<file path="src/rtl/em_pkg.sv">
// Shared sizing for the stochastic-decoder edge memory node.
package em_pkg;

  localparam int unsigned EM_S_DEF = 8;

  // Smallest address width that covers every entry of a depth-'depth' memory.
  function automatic int unsigned sel_width(input int unsigned depth);
    int unsigned w;
    w = 0;
    for (int unsigned i = 0; i < 7; i++) begin
      if ((32'd1 << i) < depth) w = i + 1;
    end
    return w;
  endfunction

  localparam int unsigned SEL_W_DEF = sel_width(EM_S_DEF);

endpackage

</file>
<file path="src/rtl/edge_memory_node_sel_mux.sv">
// Generic combinational NR:1 single-bit selector.
module sel_mux #(
  parameter int unsigned NR = 2,
  parameter int unsigned NS = 1
) (
  input  logic [NR-1:0] in_i,
  input  logic [NS-1:0] sel_i,
  output logic          out_o
);

  always_comb begin
    out_o = 1'b0;
    for (int unsigned i = 0; i < NR; i++) begin
      if (sel_i == NS'(i)) out_o = in_i[i];
    end
  end

endmodule

</file>
<file path="src/rtl/edge_memory_node.sv">
// Stochastic equality node: forwards agreeing bits into a shift-register edge
// memory, otherwise replays a randomly addressed past bit.
module edge_memory_node
  import em_pkg::*;
#(
  parameter int unsigned EM_S  = EM_S_DEF,
  parameter int unsigned SEL_W = sel_width(EM_S)
) (
  input  logic             CLK_D2S,
  input  logic             RST,
  input  logic             INIT,
  input  logic [1:0]       R,
  input  logic             c,
  input  logic [SEL_W-1:0] EM_SEL,
  output logic             Q,
  output logic             EM_FLAG
);

  logic            temp_a;
  logic            temp_b;
  logic            u;
  logic            we;
  logic            em_in;
  logic            em_out;
  logic            q_d;
  logic            q_q;
  logic            flag_d;
  logic            flag_q;
  logic [EM_S-1:0] mem_d;
  logic [EM_S-1:0] mem_q;

  assign temp_a = R[0] & R[1] & c;
  assign temp_b = ~R[0] & ~R[1] & ~c;
  assign u      = temp_a | temp_b;
  assign we     = INIT | u;

  // Read uses pre-shift contents, so a same-cycle write never affects it.
  assign em_out = mem_q[EM_SEL];

  sel_mux #(
    .NR(2),
    .NS(1)
  ) u_mux_in (
    .in_i  ({c, temp_a}),
    .sel_i (INIT),
    .out_o (em_in)
  );

  sel_mux #(
    .NR(2),
    .NS(1)
  ) u_mux_out (
    .in_i  ({em_in, em_out}),
    .sel_i (we),
    .out_o (q_d)
  );

  always_comb begin
    mem_d  = mem_q;
    flag_d = flag_q;
    if (we) begin
      mem_d  = {mem_q[EM_S-2:0], em_in};
      flag_d = ~flag_q;
    end
  end

  always_ff @(posedge CLK_D2S or posedge RST) begin
    if (RST) begin
      mem_q  <= '0;
      q_q    <= 1'b0;
      flag_q <= 1'b0;
    end else begin
      mem_q  <= mem_d;
      q_q    <= q_d;
      flag_q <= flag_d;
    end
  end

  assign Q       = q_q;
  assign EM_FLAG = flag_q;

endmodule

</file>
<file path="config.mk">
export PLATFORM = sky130hd
export DESIGN_NAME = edge_memory_node
export DESIGN_NICKNAME = d
export VERILOG_FILES = /design/src/rtl/em_pkg.sv /design/src/rtl/edge_memory_node_sel_mux.sv /design/src/rtl/edge_memory_node.sv
export SDC_FILE = /design/constraint.sdc
export NUM_CORES = 1
export LEC_CHECK = 0
export ABC_AREA = 1
export BUFFER_PORTS_ARGS = -buffer_cell sky130_fd_sc_hd__buf_2
export CAP_MARGIN = 0
export CORE_AREA = 3 3 40 42
export CTS_CLUSTER_SIZE = 12
export DETAILED_ROUTE_END_ITERATION = 16
export DIE_AREA = 0 0 43 45
export PLACE_DENSITY = 0.71
export SYNTH_ARGS = -nofsm -noshare
export SYNTH_HDL_FRONTEND = slang
export SYNTH_SLANG_ARGS = --single-unit
</file>
<file path="constraint.sdc">
create_clock -name CLK_D2S -period 2.3 [get_ports CLK_D2S]
set_input_delay 0.46 -clock CLK_D2S [delete_from_list [all_inputs] [get_ports CLK_D2S]]
set_output_delay 0.46 -clock CLK_D2S [all_outputs]
set_load 0.01 [all_outputs]
</file>
* After elaboration in Yosys (flattened, before gate mapping) *
Cells that the tools add are included.

storage, ports and cells
  register bits = 10
  output and inout port bits = 2
  logic and storage cells = 18

cells by class
  magnitude comparators = 1
  mux-type cells = 4
  bitwise logic cells = 10

operators with widths
  kind                  number
  $and A1 B1 Y1         4
  $lt A3 B4 Y1 const B  1
  $not A1 Y1            4
  $bmux W1 S3           1
  $mux W1               3
  $or A1 B1 Y1          2

* Longest topological paths before layout *
Gate-level depths: netlist of the first run.

  word-level depth = 6
  mapped depth = 6
  depth with buffers taken out = 6

* Hierarchy *
A second synthesis of the first run with hierarchy kept.

unflattened totals
  cell total of the unflattened synthesis = 75
  area total of the unflattened synthesis = 598.1 um2

modules (own cells, without submodules)
  module            times used  cells an instance  area an instance (um2)  seq. area each (um2)
  edge_memory_node  1           67                 568.0                   250.2
  sel_mux           2           4                  15.0                    0.0

* Least setup slack after synthesis of the first run *
OpenSTA, ideal clock, no wires.

  path type = input to register
  start point = input c
  end point = register mem_q[3]
  arrival = 1016 ps
  required time = 2183 ps
  slack = 1167 ps
  stages on the path = 5
  cell sequence = nor3_2 > nor2_4 > buf_6 > nand2_1 > o21ai_2

between the ends
  longest elaborated chain between the ends = 4

RTL lines
  what                    line                    RTL
  start: declaration      edge_memory_node.sv:13  input logic c,
  $not A1 Y1              edge_memory_node.sv:33  assign temp_b = ~R[0] & ~R[1] & ~c;
  $and A1 B1 Y1           edge_memory_node.sv:33
  $or A1 B1 Y1 (*)        edge_memory_node.sv:34  assign u = temp_a | temp_b;
  $or A1 B1 Y1 (*)        edge_memory_node.sv:35  assign we = INIT | u;
  end signal: assignment  edge_memory_node.sv:73  mem_q <= mem_d;
  end: declaration        edge_memory_node.sv:30  logic [EM_S-1:0] mem_q;

Every way passes the cells marked *; elsewhere a longest branch is shown, timed or not.
A chain may end at the register's enable or synchronous reset.

* Final worst setup path of the first run *
  start point = register flag_q (netlist: EM_FLAG)
  end point = output EM_FLAG

RTL lines
  what                      line                    RTL
  start: declaration        edge_memory_node.sv:28  logic flag_q;
  start signal: assignment  edge_memory_node.sv:75  flag_q <= flag_d;
  end: declaration          edge_memory_node.sv:16  output logic EM_FLAG

No word-level cell between the ends.

==> results.toml, run 1 <==
[worst_setup_path]
startpoint_type = "flip-flop"
rr_endpoint = "Q"
endpoint_kind = "primary output"
ff2ff_path_depth = 6
crit_path_max_fanout = 2
worst_path_largest_cell_delay_ps = 380
reg2reg_from = "mem_q[3]"
slowest_stage = "dfrtp_1"
ff2ff_setup_slack_ps = 1400
worst-path-stages = 1
cp_top_family = "flip-flops"
crit_arrival_ps = 780
path_cells = "buf_2"
required_ps = 1840
crit_type = "reg2out"
crit_buf_inv = 1

[yosys]
syn_area_um2 = 537
syn_avg_cell_area_um2 = 8.39
synth_cell_type_count = 12
synth_nets = 73
yosys_warnings = 0
syn_inst = 64
synth-seq-cells = 10
seq_area_frac_synth_pct = 46.6

[route]
vias_per_cell = 4.51
firstDrtPassIters = 2
antenna_left = 0
wl_per_cell_um = 9.36
vias = 410
drcViolationCount = 0
first_iter_violations = 3
drt_wl_total_um = 852

[pwr]
fin_total_pwr_uw = 462
pwr-share-clk_pct = 24.3
power.switching_uw = 138
pwr-share-seq_pct = 50.1
p_int_uw = 323
switching_share_pct = 29.9
comb_power_share_pct = 25.6
vdd_ir_drop_max_mv = 0.335
p_leak_uw = 0.000332
p_per_area_nw_per_um2 = 748

[global_route]
grt_usage_pct = 10.5
grt_pass1_vias = 370
grt_max_degree = 18
grt_pass1_wl_mm = 1.48
grt.overflow.total = 0
grt_antenna_before_repair = 0

[sta]
final.min_clock_period_ps = 1240
skew_ps = 0.651
tightest_slew_ps = 455
period_share_pct = 53.8
slew_headroom_pct = 69.6
hold_viol = 0
setup_viol = 0
max_freq_mhz = 808
rsz0062_at_grt = "false"
slew_violations = 0
finalSetupTns_ps = 0
hold-worst-slack_ps = 173

[placement]
port_buffers = 10
dp_cells = 88
hpwl_um = 676
gp_congestion = 0.734

[die]
rows = 13
die_y_um = 45
dieArea_um2 = 1940
start_util_pct = 41.8
core_um2 = 1280
die_w_um = 43
ios = 11

[cts]
cts_setup_buffers = 0
htree_levels = 1
clkLatencyLatePin_ps = 250
cts_made_buffers = 3
clockBufferDepth = 2
cts_resized = 0
cts-root-buf = "clkbuf_4"
hold_buffers = 0
clkTransAtPathRegs_ps = 60
tritoncts = "built"
cts.sinks = 10

[finish]
diodes = 0
syn2layout_area_growth_pct = 14.9
nNetsFinal = 87
drive_gt1_share_pct = 34.2
fill_cells = 126
stdcell_count = 91
multi_input_area_um2 = 223
ff_latch_area_um2 = 250

[min_path]
hold_class = "in2async"

[run]
cap_violations = 0

[outcome]
status = "complete, no violations"
## per-layer routing
layer  wire length (um)  global-route usage, %
met5                  0                      0
met4                  0                   5.42
met3                 58                   3.98
met2                410                   16.8
met1                383                   12.4
## power groups by stage
stage          combinational (uW)  sequential (uW)  clock [uW]
4_1_cts                       121              232         119
3_5_place_dp                  120              236           0
2_1_floorplan                84.6              238           0
6_report                      118              231         112
5_1_grt                       136              236         129
3_3_place_gp                  118              235           0
## synthesized netlist by cell type
master | n | area (um2)
buf_6 | 1 | 11.3
dfrtp_1 | 10 | 250
inv_1 | 13 | 48.8
inv_2 | 1 | 3.75
nand2_1 | 20 | 75.1
nand2_2 | 1 | 6.26
nand3_1 | 6 | 30.0
nand3_2 | 2 | 20.0
nor2_4 | 1 | 11.3
nor3_2 | 1 | 10.0
o21ai_2 | 7 | 61.3
xnor2_1 | 1 | 8.76
## registers in the layout (all words and copies together) (netlist names)
signal / cells
mem_q: 8
EM_FLAG: 1
Q: 1
## logic make-up after synthesis
kind of cell | after synthesis | synth area share, %
simple gates | 31 | 28.4
buf+inv | 15 | 11.9
flops | 10 | 46.6
compound gates | 7 | 11.4
xor+xnor | 1 | 1.63
## cells in the final DEF (no fill, tap or decap)
| cell type | synthesis | layout |
|---|---|---|
| buf_2 | 0 | 10 |
| clkbuf_4 | 0 | 3 |
| dfrtp_1 | 10 | 10 |
| inv_1 | 13 | 13 |
| inv_2 | 1 | 1 |
| nand2_1 | 20 | 20 |
| nand2_2 | 1 | 1 |
| nand3_1 | 6 | 6 |
| nand3_2 | 2 | 2 |
| nor2_4 | 1 | 1 |
| nor3_2 | 1 | 1 |
| o21ai_2 | 7 | 7 |
| xnor2_1 | 1 | 1 |
## how the worst max path moves through the flow
stage	startpoint	end	slack, ps
after global routing	EM_FLAG	EM_FLAG	1020
final	EM_FLAG	EM_FLAG	1060
after detailed placement	R[1]	mem_q[1]	900
after CTS	EM_FLAG	EM_FLAG	1050
after global placement	R[0]	mem_q[1]	930
after floorplan	c	mem_q[3]	1170
## per-stage QoR
step	worst slack (ps)	utilization (%)	cell area, um2
after floorplan	1170	-	537
after global placement	934	46.3	594
after detailed placement	904	46.3	594
after CTS	1050	48.0	617
after global routing	1020	48.0	617
final	1060	48.0	617
## final cells by class
cell class | count | area share (%)
Sequential cell | 10 | 40.6
Multi-Input combinational cell | 39 | 36.1
Tap cell | 15 | 3.04
Inverter | 14 | 8.52
Clock buffer | 3 | 3.65
Timing Repair Buffer | 10 | 8.11
No activity file was read; power rests on OpenSTA's default activity.
==> inputs of run 2 (changes only) <==
--- a/config.mk
+++ b/config.mk
@@ -12,7 +12,7 @@
 export CTS_CLUSTER_SIZE = 12
 export DETAILED_ROUTE_END_ITERATION = 16
 export DIE_AREA = 0 0 43 45
-export PLACE_DENSITY = 0.71
+export PLACE_DENSITY = 0.73
 export SYNTH_ARGS = -nofsm -noshare
 export SYNTH_HDL_FRONTEND = slang
 export SYNTH_SLANG_ARGS = --single-unit
==> constraint.sdc (replaced) <==
create_clock -name CLK_D2S -period 1.1 [get_ports CLK_D2S]
set_input_delay 0.22 -clock CLK_D2S [delete_from_list [all_inputs] [get_ports CLK_D2S]]
set_output_delay 0.22 -clock CLK_D2S [all_outputs]
set_load 0.01 [all_outputs]
==> run 2 against run 1 <==
Non-clock buffer count increased by 1. Sequential share of layout area decreased by 1.5 points. Clock-buffer cell count increased by 1. Critical endpoint unchanged.
==> results.toml, run 2 (synthesis gave the netlist of run 1 again) <==
[finish]
mostFrequentLayoutCell = "nand2_1"
syn2layout_area_growth_pct = 19.3
fill_cells = 130
drive_gt1_share_pct = 34.6
largest_reg_flops = 8
max_flop_register = "mem_q"
diodes = 0
finish.utilization_pct = 49.9
layout_common_cells = "20 x nand2_1, 13 x inv_1, 10 x dfrtp_1, 10 x buf_2, 7 x o21ai_2"
nNetsFinal = 88

[cts]
hold_buffers = 1
cts_resized = 0
cts_made_buffers = 3
tritoncts = "built"
cts_setup_buffers = 0
clockBufferDepth = 2
clkLatencyLatePin_ps = 260
clkTransAtPathRegs_ps = 70
cts.sinks = 10
htree_levels = 1
cts-root-buf = "clkbuf_4"

[die]
rows = 13
start_util_pct = 41.8
die_y_um = 45
ios = 11
die_w_um = 43
core_um2 = 1280
dieArea_um2 = 1940

[sta]
slew_violations = 0
rsz0062_at_grt = "false"
slew_headroom_pct = 69.5
hold_viol = 0
skew_ps = 2.79
tightest_slew_ps = 456
period_share_pct = 91.5
setup_viol = 0
final.min_clock_period_ps = 1010
max_freq_mhz = 993
finalSetupTns_ps = 0
worst_slack_ps = 93.1
hold-worst-slack_ps = 264

[pwr]
p_per_area_nw_per_um2 = 1650
vdd_ir_drop_max_mv = 0.789
p_leak_uw = 0.000343

[global_route]
grt_pass1_vias = 361
grt_max_degree = 18
grt_antenna_before_repair = 0
grt.overflow.total = 0
grt_usage_pct = 11.3
grt_pass1_wl_mm = 1.52

[worst_setup_path]
cp-endpoint = "EM_FLAG"
rr_endpoint = "Q"
startpoint_type = "flip-flop"
path_cells = "buf_2"
crit_buf_inv = 1
worst-path-stages = 1
worst_path_largest_cell_delay_ps = 390
endpoint_kind = "primary output"
ff2ff_path_depth = 6
crit_type = "reg2out"
slowest_stage = "dfrtp_1"
crit_path_max_fanout = 2
required_ps = 880
cp_top_family = "flip-flops"
crit_arrival_ps = 790
reg2reg_from = "mem_q[1]"
ff2ff_setup_slack_ps = 210
crit_start = "EM_FLAG"

[route]
drcViolationCount = 0
antenna_left = 0
firstDrtPassIters = 4
vias_per_cell = 4.34
wl_per_cell_um = 9.25
vias = 404
first_iter_violations = 9
drt_wl_total_um = 860

[run]
cap_violations = 0

[placement]
pre_cts_ws_ps = -46.7
hpwl_um = 664
gp_congestion = 0.711
port_buffers = 10

[outcome]
status = "complete, no violations"

[min_path]
hold_class = "in2reg"
-- run 2: worst reg2reg max path, cell delays in order, from the launching register on --
cell	delay, ps
dfrtp_1	370
inv_1	100
nand2_1	60
nand3_1	70
nand3_1	80
nand3_2	70
nand2_1	40
-- run 2: power by group --
| group | internal, uW | leakage [uW] | switching, uW |
|---|---|---|---|
| clock network | 201 | 0.0000210 | 123 |
| logic | 108 | 0.000198 | 141 |
| registers | 445 | 0.000124 | 40.0 |
-- run 2: metrics by stage --
| stage | instance area, um2 | cells | power [uW] |
|---|---|---|---|
| after CTS | 641 | 93 | 1090 |
| after global placement | 594 | 88 | 736 |
| after global routing | 641 | 93 | 1150 |
| after detailed placement | 594 | 88 | 743 |
| final | 641 | 93 | 1060 |
| after floorplan | 537 | 64 | 674 |
-- run 2: routing by layer --
layer / part of all wire, % / global-route usage, % / vias to the layer above
li1: - / - / 224
met1: 48 / 13.6 / 171
met2: 45 / 15.6 / 9
met3: 6.9 / 4.78 / 0
met4: 0 / 9.04 / 0
met5: 0 / 0 / -
-- run 2: layout make-up --
type | count | area [um2] | share of cell area (%)
flip-flops and latches | 10 | 250 | 39.1
multi-input cells | 39 | 223 | 34.8
repair buffers | 11 | 60.1 | 9.38
inverters | 14 | 52.6 | 8.20
clock buffers | 4 | 36.3 | 5.66
well taps | 15 | 18.8 | 2.93
-- run 2: worst min path at each step --
stage / slack (ps) / depth (start not counted) / endpoint / from
after global placement: 210 / 2 / EM_FLAG / RST
after global routing: 250 / 4 / Q / EM_SEL[2]
after detailed placement: 220 / 2 / mem_q[6] / RST
after CTS: 250 / 4 / Q / EM_SEL[2]
after floorplan: 60 / 1 / EM_FLAG / RST
final: 260 / 4 / Q / EM_SEL[2]
==> inputs of run 3 (changes only) <==
--- a/config.mk
+++ b/config.mk
@@ -5,14 +5,13 @@
 export SDC_FILE = /design/constraint.sdc
 export NUM_CORES = 1
 export LEC_CHECK = 0
-export ABC_AREA = 1
 export BUFFER_PORTS_ARGS = -buffer_cell sky130_fd_sc_hd__buf_2
 export CAP_MARGIN = 0
 export CORE_AREA = 3 3 40 42
 export CTS_CLUSTER_SIZE = 12
 export DETAILED_ROUTE_END_ITERATION = 16
 export DIE_AREA = 0 0 43 45
-export PLACE_DENSITY = 0.73
+export PLACE_DENSITY = 0.67
 export SYNTH_ARGS = -nofsm -noshare
 export SYNTH_HDL_FRONTEND = slang
 export SYNTH_SLANG_ARGS = --single-unit
==> run 3 against run 2 <==
The flow now finishes with violations (negative setup slack). Total power rose by 5.5%. Wire length fell by 5.8%. Synthesized cell count fell by 50%.
==> results.toml, run 3 <==
[global_route]
grt_usage_pct = 9.90
grt_pass1_wl_mm = 1.37
grt_max_degree = 11
grt.overflow.total = 0
grt_pass1_vias = 325
grt_antenna_before_repair = 0

[yosys]
synth_cell_type_count = 16
ys_async_sr_fraction_pct = 100
yosys_warnings = 0
synth_nets = 41
synth.most_common_cell = "dfrtp_1"
yosys.area.top_type = "dfrtp_1"
yosys-top-cells-area = "dfrtp_1 54%, mux2_2 17%, mux4_2 4.8%"
syn_inst = 32
synth_top_area_share_pct = 53.6
seq_area_frac_synth_pct = 53.6
syn_area_um2 = 467
synth_edf_count = 0
syn_avg_cell_area_um2 = 14.6
ys_top_cells_by_count = "10 x dfrtp_1, 7 x mux2_2, 2 x mux2i_1"
synth_ff_type = "dfrtp_1"
synth-seq-cells = 10

[die]
rows = 13
die_y_um = 45
core_um2 = 1280
ios = 11
die_w_um = 43
start_util_pct = 36.3
dieArea_um2 = 1940

[worst_setup_path]
crit_type = "reg2reg"
crit_path_max_fanout = 3
endpoint_kind = "flip-flop"
worst_path_largest_cell_delay_ps = 450
crit_arrival_ps = 1430
startpoint_type = "flip-flop"
slowest_stage = "mux4_2"
path_cells = "mux4_2, nand2b_4, a32o_1"
required_ps = 1250

[outcome]
status = "complete, but fails checks"
violations = "negative setup slack"

[finish]
fin_area_um2 = 641
max_flop_register = "mem_q"
multi_input_area_um2 = 228
diodes = 0
layout_common_cells = "10 x dfrtp_1, 10 x buf_2, 5 x mux2_2, 5 x buf_4, 3 x clkbuf_4"
drive_gt1_share_pct = 57.7
fill_cells = 112
nNetsFinal = 63
ff_latch_area_um2 = 250
largest_reg_flops = 8
syn2layout_area_growth_pct = 37.3

[route]
vias_per_cell = 4.84
firstDrtPassIters = 2
drcViolationCount = 0
wl_per_cell_um = 12.1
antenna_left = 0
drt_wl_total_um = 810
vias = 324
first_iter_violations = 2

[sta]
setup_viol = 1
hold_viol = 0
period_share_pct = 117
slew_violations = 0
hold-worst-slack_ps = 312
max_freq_mhz = 780
tightest_slew_ps = 374
rsz0062_at_grt = "true"
skew_ps = 4.05
final.min_clock_period_ps = 1280
worst_slack_ps = -182
slew_headroom_pct = 75.0

[min_path]
hold_class = "in2reg"

[placement]
hpwl_um = 633
port_buffers = 10
postPlaceCellArea_um2 = 593
gp_congestion = 0.660

[cts]
clockBufferDepth = 2
tritoncts = "built"
cts-root-buf = "clkbuf_4"
clkTransAtPathRegs_ps = 60
cts_made_buffers = 3
clkLatencyLatePin_ps = 260
cts.sinks = 10
htree_levels = 1

[pwr]
p_leak_uw = 0.000308
p_per_area_nw_per_um2 = 1740
vdd_ir_drop_max_mv = 0.828

[run]
cap_violations = 0
-- run 3: cell count changes after synthesis, moves of 2 or more --
cell / previous run / this run
inv_1: 13 / 1
nand3_2: 2 / 0
nand2_1: 20 / 0
mux2i_1: 0 / 2
nand3_1: 6 / 0
mux2_2: 0 / 7
o21ai_2: 7 / 0
-- run 3: logic make-up (layout without fill, tap and decap cells) --
logic type	count (synthesis)	in the layout	share of synthesized area [%]
AO/OA/AOI/OAI	4	4	7.24
XOR/XNOR	1	1	1.88
buffers and inverters	1	21	0.804
flip-flops	10	10	53.6
multiplexers	10	10	26.0
AND/OR/NAND/NOR	6	6	10.5
-- run 3: what timing repair did --
item	in CTS	in global routing
hold buffers	1	0
setup endpoints to repair	1	5
hold endpoints to repair	10	0
resized for setup	1	0
buffers inserted	1	0
cloned	0	0
pin swaps	1	1
-- run 3: metal layers --
layer / GRT usage [%] / share of wire [%] / vias to the layer above
li1: - / - / 160
met1: 11.9 / 45 / 154
met2: 15.6 / 46 / 10
met4: 1.81 / 0 / 0
met3: 5.98 / 8.4 / 0
met5: 0 / 0 / -
-- run 3: final timing paths --
check / startpoint / to / slack (ps) / cells after the start
hold / removal: EM_SEL[2] / Q / 310 / 3
min in group asynchronous: RST / mem_q[0] / 480 / 3
max in group asynchronous: RST / mem_q[3] / 350 / 3
setup / recovery: mem_q[5] / Q / -180 / 3
setup reg to reg: mem_q[5] / Q / -180 / 3
hold reg to reg: EM_FLAG / EM_FLAG / 480 / 1
-- run 3: per-stage QoR --
stage / util, % / TNS [ps] / cells / total power [uW] / setup slack [ps]
after floorplan: - / -1300 / 32 / 730 / -182
after global placement: 46.2 / -1850 / 62 / 855 / -234
after detailed placement: 46.2 / -1910 / 62 / 864 / -236
after CTS: 49.9 / -182 / 67 / 1130 / -182
after global routing: 49.9 / -243 / 67 / 1200 / -243
final: 49.9 / -182 / 67 / 1120 / -182
-- run 3: critical path: cells and delay by family (launching register included) --
kind	cells	cell delay (ps)
AO/OA/AOI/OAI	1	200
AND/OR/NAND/NOR	1	150
flip-flops	1	380
multiplexers	1	450
-- run 3: where the power goes --
| group | switching [uW] | internal (uW) | leakage, uW | total [uW] |
|---|---|---|---|---|
| Clock | 106 | 125 | 0.0000138 | 231 |
| Sequential | 65.3 | 479 | 0.000120 | 544 |
| Combinational | 111 | 230 | 0.000174 | 341 |
| Total | 282 | 834 | 0.000308 | 1120 |
-- run 3: cell type report --
type | instances | share of cell area, %
Sequential cell | 10 | 39.1
Tap cell | 15 | 2.93
Multi-Input combinational cell | 21 | 35.5
Inverter | 1 | 0.586
Clock buffer | 3 | 3.52
Timing Repair Buffer | 17 | 18.4
